## src/rtl/spi_mem_bridge.sv

```systemverilog
// SPI-mode-0 slave that bulk-loads and reads back a byte memory (write 0x02, read 0x03).
// Optional status command 0x05 and its sticky flags are built with SPI_MEM_BRIDGE_STATUS_EN.
module spi_mem_bridge #(
  parameter int ADDR_W       = 9,
  parameter int DATA_W       = 8,
  parameter int SYNC_STAGES  = 2,
  parameter int READ_LATENCY = 1
) (
  input  logic              clk,
  input  logic              rst_n,
  input  logic              spi_sck,
  input  logic              spi_cs_n,
  input  logic              spi_mosi,
  output logic              spi_miso,
  output logic [ADDR_W-1:0] mem_addr,
  output logic [DATA_W-1:0] mem_wdata,
  output logic              mem_we,
  input  logic [DATA_W-1:0] mem_rdata,
  output logic              busy
);
  localparam int BC_W = $clog2(DATA_W);
  localparam logic [DATA_W-1:0] CMD_WR = DATA_W'(8'h02);
  localparam logic [DATA_W-1:0] CMD_RD = DATA_W'(8'h03);
`ifdef SPI_MEM_BRIDGE_STATUS_EN
  localparam logic [DATA_W-1:0] CMD_ST = DATA_W'(8'h05);
`endif

  typedef enum logic [2:0] {
    S_IDLE, S_CMD, S_ADDR_HI, S_ADDR_LO, S_WR_DATA, S_RD_DATA, S_DISCARD
`ifdef SPI_MEM_BRIDGE_STATUS_EN
    , S_RD_STATUS
`endif
  } state_t;

  logic [SYNC_STAGES-1:0] sck_sync_q, cs_sync_q, mosi_sync_q;
  logic                   sck_prev_q;
  state_t                 state_q, state_d;
  logic                   write_mode_q, write_mode_d;
  logic [BC_W-1:0]        bit_cnt_q, bit_cnt_d;
  logic [DATA_W-1:0]      rx_shift_q, rx_shift_d;
  logic [DATA_W-1:0]      tx_shift_q, tx_shift_d;
  logic [ADDR_W-1:0]      mem_addr_q, mem_addr_d;
  logic [DATA_W-1:0]      mem_wdata_q, mem_wdata_d;
  logic                   mem_we_q, mem_we_d;
  logic [READ_LATENCY:0]  ld_pipe_q, ld_pipe_d;

  logic sck_s, cs_s, mosi_s, sck_rise, sck_fall, byte_done;
  logic [DATA_W-1:0] rx_byte;
  logic [ADDR_W-1:0] addr_inc;

`ifdef SPI_MEM_BRIDGE_STATUS_EN
  logic bad_cmd_q, bad_cmd_d, wrapped_q, wrapped_d;
  logic bad_evt, rd_inc, status_ld;
  logic [DATA_W-1:0] status_byte;
  assign status_byte = {bad_cmd_q, wrapped_q, {(DATA_W-3){1'b0}}, mem_addr_q[ADDR_W-1]};
`endif

  assign sck_s     = sck_sync_q[SYNC_STAGES-1];
  assign cs_s      = cs_sync_q[SYNC_STAGES-1];
  assign mosi_s    = mosi_sync_q[SYNC_STAGES-1];
  assign sck_rise  = sck_s & ~sck_prev_q;
  assign sck_fall  = ~sck_s & sck_prev_q;
  assign byte_done = sck_rise && (bit_cnt_q == BC_W'(DATA_W-1));
  assign rx_byte   = {rx_shift_q[DATA_W-2:0], mosi_s};
  assign addr_inc  = mem_addr_q + ADDR_W'(1);

  always_comb begin
    state_d      = state_q;
    write_mode_d = write_mode_q;
    bit_cnt_d    = bit_cnt_q;
    rx_shift_d   = rx_shift_q;
    tx_shift_d   = tx_shift_q;
    mem_addr_d   = mem_addr_q;
    mem_wdata_d  = mem_wdata_q;
    mem_we_d     = 1'b0;
    ld_pipe_d    = {ld_pipe_q[READ_LATENCY-1:0], 1'b0};
`ifdef SPI_MEM_BRIDGE_STATUS_EN
    bad_evt   = 1'b0;
    rd_inc    = 1'b0;
    status_ld = 1'b0;
`endif
    // The address advances the cycle after a write strobe, so the write uses the old address.
    if (mem_we_q) mem_addr_d = addr_inc;
    if (cs_s) begin
      state_d    = S_IDLE;
      bit_cnt_d  = '0;
      rx_shift_d = '0;
      ld_pipe_d  = '0;
    end else if (state_q == S_IDLE) begin
      state_d    = S_CMD;
      tx_shift_d = '0;
      bit_cnt_d  = '0;
      rx_shift_d = '0;
    end else begin
      if (sck_rise) begin
        rx_shift_d = rx_byte;
        bit_cnt_d  = byte_done ? '0 : bit_cnt_q + BC_W'(1);
      end else if (sck_fall && bit_cnt_q != '0) begin
        tx_shift_d = {tx_shift_q[DATA_W-2:0], 1'b0};
      end
      if (ld_pipe_q[READ_LATENCY]) tx_shift_d = mem_rdata;
      if (byte_done) begin
        case (state_q)
          S_CMD: begin
            if (rx_byte == CMD_WR) begin
              state_d      = S_ADDR_HI;
              write_mode_d = 1'b1;
            end else if (rx_byte == CMD_RD) begin
              state_d      = S_ADDR_HI;
              write_mode_d = 1'b0;
`ifdef SPI_MEM_BRIDGE_STATUS_EN
            end else if (rx_byte == CMD_ST) begin
              state_d    = S_RD_STATUS;
              tx_shift_d = status_byte;
              status_ld  = 1'b1;
`endif
            end else begin
              state_d    = S_DISCARD;
              tx_shift_d = '0;
`ifdef SPI_MEM_BRIDGE_STATUS_EN
              bad_evt = 1'b1;
`endif
            end
          end
          S_ADDR_HI: begin
            mem_addr_d[ADDR_W-1:DATA_W] = rx_byte[ADDR_W-DATA_W-1:0];
            state_d = S_ADDR_LO;
          end
          S_ADDR_LO: begin
            mem_addr_d[DATA_W-1:0] = rx_byte;
            if (write_mode_q) begin
              state_d = S_WR_DATA;
            end else begin
              state_d      = S_RD_DATA;
              ld_pipe_d[0] = 1'b1;
            end
          end
          S_WR_DATA: begin
            mem_wdata_d = rx_byte;
            mem_we_d    = 1'b1;
          end
          S_RD_DATA: begin
            mem_addr_d   = addr_inc;
            ld_pipe_d[0] = 1'b1;
`ifdef SPI_MEM_BRIDGE_STATUS_EN
            rd_inc = 1'b1;
          end
          S_RD_STATUS: begin
            tx_shift_d = status_byte;
            status_ld  = 1'b1;
`endif
          end
          default: tx_shift_d = '0;
        endcase
      end
    end
`ifdef SPI_MEM_BRIDGE_STATUS_EN
    // A flag-setting event in the same cycle as the status load survives the clear.
    bad_cmd_d = (bad_cmd_q & ~status_ld) | bad_evt;
    wrapped_d = (wrapped_q & ~status_ld) | ((mem_we_q | rd_inc) & (&mem_addr_q));
`endif
  end

  always_ff @(posedge clk or negedge rst_n) begin
    if (!rst_n) begin
      sck_sync_q   <= '0;
      cs_sync_q    <= '1;
      mosi_sync_q  <= '0;
      sck_prev_q   <= 1'b0;
      state_q      <= S_IDLE;
      write_mode_q <= 1'b0;
      bit_cnt_q    <= '0;
      rx_shift_q   <= '0;
      tx_shift_q   <= '0;
      mem_addr_q   <= '0;
      mem_wdata_q  <= '0;
      mem_we_q     <= 1'b0;
      ld_pipe_q    <= '0;
`ifdef SPI_MEM_BRIDGE_STATUS_EN
      bad_cmd_q    <= 1'b0;
      wrapped_q    <= 1'b0;
`endif
    end else begin
      sck_sync_q   <= {sck_sync_q[SYNC_STAGES-2:0], spi_sck};
      cs_sync_q    <= {cs_sync_q[SYNC_STAGES-2:0], spi_cs_n};
      mosi_sync_q  <= {mosi_sync_q[SYNC_STAGES-2:0], spi_mosi};
      sck_prev_q   <= sck_s;
      state_q      <= state_d;
      write_mode_q <= write_mode_d;
      bit_cnt_q    <= bit_cnt_d;
      rx_shift_q   <= rx_shift_d;
      tx_shift_q   <= tx_shift_d;
      mem_addr_q   <= mem_addr_d;
      mem_wdata_q  <= mem_wdata_d;
      mem_we_q     <= mem_we_d;
      ld_pipe_q    <= ld_pipe_d;
`ifdef SPI_MEM_BRIDGE_STATUS_EN
      bad_cmd_q    <= bad_cmd_d;
      wrapped_q    <= wrapped_d;
`endif
    end
  end

  assign spi_miso  = tx_shift_q[DATA_W-1];
  assign mem_addr  = mem_addr_q;
  assign mem_wdata = mem_wdata_q;
  assign mem_we    = mem_we_q;
  assign busy      = ~cs_s;
endmodule

```

## config.mk

```make
export PLATFORM = sky130hd
export DESIGN_NAME = spi_mem_bridge
export DESIGN_NICKNAME = d
export VERILOG_FILES = /design/src/rtl/spi_mem_bridge.sv
export SDC_FILE = /design/constraint.sdc
export NUM_CORES = 1
export LEC_CHECK = 0
export ABC_CLOCK_PERIOD_IN_PS = 2120
export BUFFER_PORTS_ARGS = -buffer_cell sky130_fd_sc_hd__buf_2
export CAP_MARGIN = 10
export CORE_ASPECT_RATIO = 0.9
export CORE_MARGIN = 1.5
export CORE_UTILIZATION = 28
export CTS_CLUSTER_DIAMETER = 200
export DETAILED_ROUTE_END_ITERATION = 12
export PLACE_DENSITY = 0.48
export SKIP_CTS_REPAIR_TIMING = 1
export SLEW_MARGIN = 20
export SYNTH_ARGS = -nofsm -noshare
export SYNTH_HDL_FRONTEND = slang
export SYNTH_SLANG_ARGS = --single-unit
```

## constraint.sdc

```tcl
create_clock -name clk -period 2.12 [get_ports clk]
set_input_delay 0.212 -clock clk [delete_from_list [all_inputs] [get_ports clk]]
set_output_delay 0.212 -clock clk [all_outputs]
set_load 0.05 [all_outputs]
```

==> results.ini <==
[routing]
ant_nets = 0
drc = 0
drt_iter0_drc = 87
drtPass1Iterations = 4
routed_via_density = 4.97
wl_per_cell_um = 15.1
wl_um = 6320
vias = 2089

[global_routing]
antenna_found_initial = 0
track_usage = 0.132
globalRouteOverflowTotal = 0
grt_pass1_vias = 2021
grt_start_max_net_pins = 21
grt_pass1_wl_um = 10600

[setup_path]
reg2regPathDepth = 5
required_ps = 2320
reg2reg_to = mem_wdata[6]
startpoint_type = flip-flop
regToRegSetupSlack_ps = 170
crit_type = reg -> reg
cp-end-kind = flip-flop
worst-path-max-fanout = 10
critPathArrivalTime_ps = 2150
rr_startpoint = bit_cnt_q[1]

[placement]
place_area_um2 = 2920
place_congestion = 0.807
dpl.hpwl_um = 4470
placedCellCount = 409
place_ws_ps = 135
portBuffers = 32

[timing]
hold_viol = 0
rsz0062_at_grt = false
period_needed_ps = 1950
timing.hold.ws_ps = 17.4
setup_ws_ps = 166
setup_viol = 0
max_slew_margin = 0.637
finClkSkew_ps = 10.3
tns_ps = 0
fmax_mhz = 512
slew_viol_final = 0
fin_crit_sh = 0.922
tightest_slew_ps = 543

[hold_path]
hold_path.class = in -> reg
holdCritStartpoint = spi_sck
holdPathStages = 1
min_to = sck_sync_q[0]

[power]
p_leak_nw = 1.36
power_mw = 1.79
p_per_area_nw_per_um2 = 582
ir_drop_v = 0.000307

[finish]
syn_to_final_growth_pct = 14.7
num_antenna_cells = 0
drive_gt1_frac = 0.215
finalNonFillerCells = 420
final_core_util = 0.333
regArea_um2 = 1230
finalInstanceArea_um2 = 3070
nNetsFinal = 315
n_fill_cell = 932
multi_input_area_um2 = 1310

[die]
die_area_um2 = 10200
rows = 33
core_um2 = 9210
start_util = 0.291
die_w_um = 106
die_h_um = 95.8
ios = 33

[synthesis]
netlist_area_um2 = 2680
ys_types = 58
synth-main-ff-cell = dfrtp_1
yosys.area.top_type = dfrtp_1
netlist.area_leader.share = 0.439
syn_inst = 267
synth.area.top_cells = dfrtp_1 (44%), nand2_1 (4.8%), a21oi_1 (3.4%)
synth_seq_cells = 49
synth_edf_count = 0
syn_area_per_cell_um2 = 10.0
yosysSeqAreaShare = 0.459
synth_warnings = 0
syn_nets = 285
synthArstFlopShare = 1.00

[run]
maxCapViolations = 0

[clocking]
max-clock-path-buffers = 2
htreeDepth = 2
cts_made_buffers = 5
cts.clk_slew.worst_paths_ps = 90
cts.sinks = 49
clk-insertion-delay-late_ps = 300
cts_tree = yes
clock-root-buffer = clkbuf_8

[outcome]
status = finished, final reports clean

## cell usage in the layout (no fill, tap or decap), drive strengths merged, types with 4 or more instances in the layout
master	count
xnor2	4
mux2	8
dfrtp	47
o31ai	9
ha	5
o22ai	4
a211oi	7
nand2b	4
buf	37
clkbuf	7
inv	10
nand2	34
nor2	11
nand3	6
nor2b	10
o21a	8
nand3b	5
a21oi	18
o21ai	6
nor3	5
xor2	5
a22oi	4
## sequential cells by signal, indices dropped and copies added (netlist names)
register,flops
mem_addr,9
mem_wdata,8
tx_shift_q,8
rx_shift_q,7
bit_cnt_q,3
state_q,3
cs_sync_q,2
ld_pipe_q,2
mosi_sync_q,2
sck_sync_q,2
mem_we,1
sck_prev_q,1
write_mode_q,1
## routing by layer
metal	share of wire	routed length [µm]	vias to the layer above	global-route usage
met5	0	0	-	0
met4	0.012	74	0	0.0428
met3	0.017	110	7	0.0156
met2	0.46	2910	25	0.206
met1	0.51	3230	1045	0.190
li1	-	-	1012	-
## critical path, stage by stage, from the launching register on
cell,delay [ps]
dfrtp_1,380
ha_1,160
ha_1,210
and3b_1,440
nand3_2,310
mux2_2,350
## Yosys cell counts, types with 2 or more instances
master     n
nor4_1     2
nand2b_1   4
a211oi_1   7
mux2_2     7
nand3_1    4
and3_1     2
and2_1     2
o21a_1     8
o22ai_1    4
nand2_1   34
o21ai_0    5
nand3_2    2
a22oi_1    4
ha_1       5
buf_2      4
inv_1     10
clkbuf_1   8
dfstp_2    2
dfrtp_1   47
nor3_1     5
nand3b_1   5
xor2_1     5
o31ai_1    9
nor2_1    11
xnor2_1    4
and3b_1    3
nor2b_1   10
nand4_1    2
o211a_1    2
buf_6      5
a21oi_1   18
## layout make-up
type	count	share of cell area
clock buffers	7	0.0281
flip-flops and latches	49	0.400
clock inverters	1	0.00978
well taps	122	0.0497
repair buffers	40	0.0742
multi-input cells	191	0.426
inverters	10	0.0122
## logic make-up after synthesis
group / Yosys count / share of synthesized area
xor+xnor: 9 / 0.0295
compound gates: 74 / 0.203
fa+ha+maj: 5 / 0.0234
flops: 49 / 0.459
buf+inv: 27 / 0.0538
mux: 9 / 0.0374
simple gates: 94 / 0.194
## worst max-delay path by stage
stage,start,endpoint,slack (ps)
after floorplan,bit_cnt_q[0],mem_addr[6],290
after global placement,bit_cnt_q[1],tx_shift_q[1],130
after detailed placement,bit_cnt_q[1],tx_shift_q[1],130
after CTS,bit_cnt_q[1],tx_shift_q[1],120
after global routing,bit_cnt_q[1],mem_wdata[2],3
final,bit_cnt_q[1],mem_wdata[6],170
## where the power goes
part           switching [mW]  leakage, nW  internal [mW]  total (mW)
Combinational          0.0732        0.640         0.0355       0.109
Sequential             0.0187        0.665          0.947       0.966
Clock                   0.326       0.0585          0.385       0.712
No activity file was read; power rests on OpenSTA's default activity.
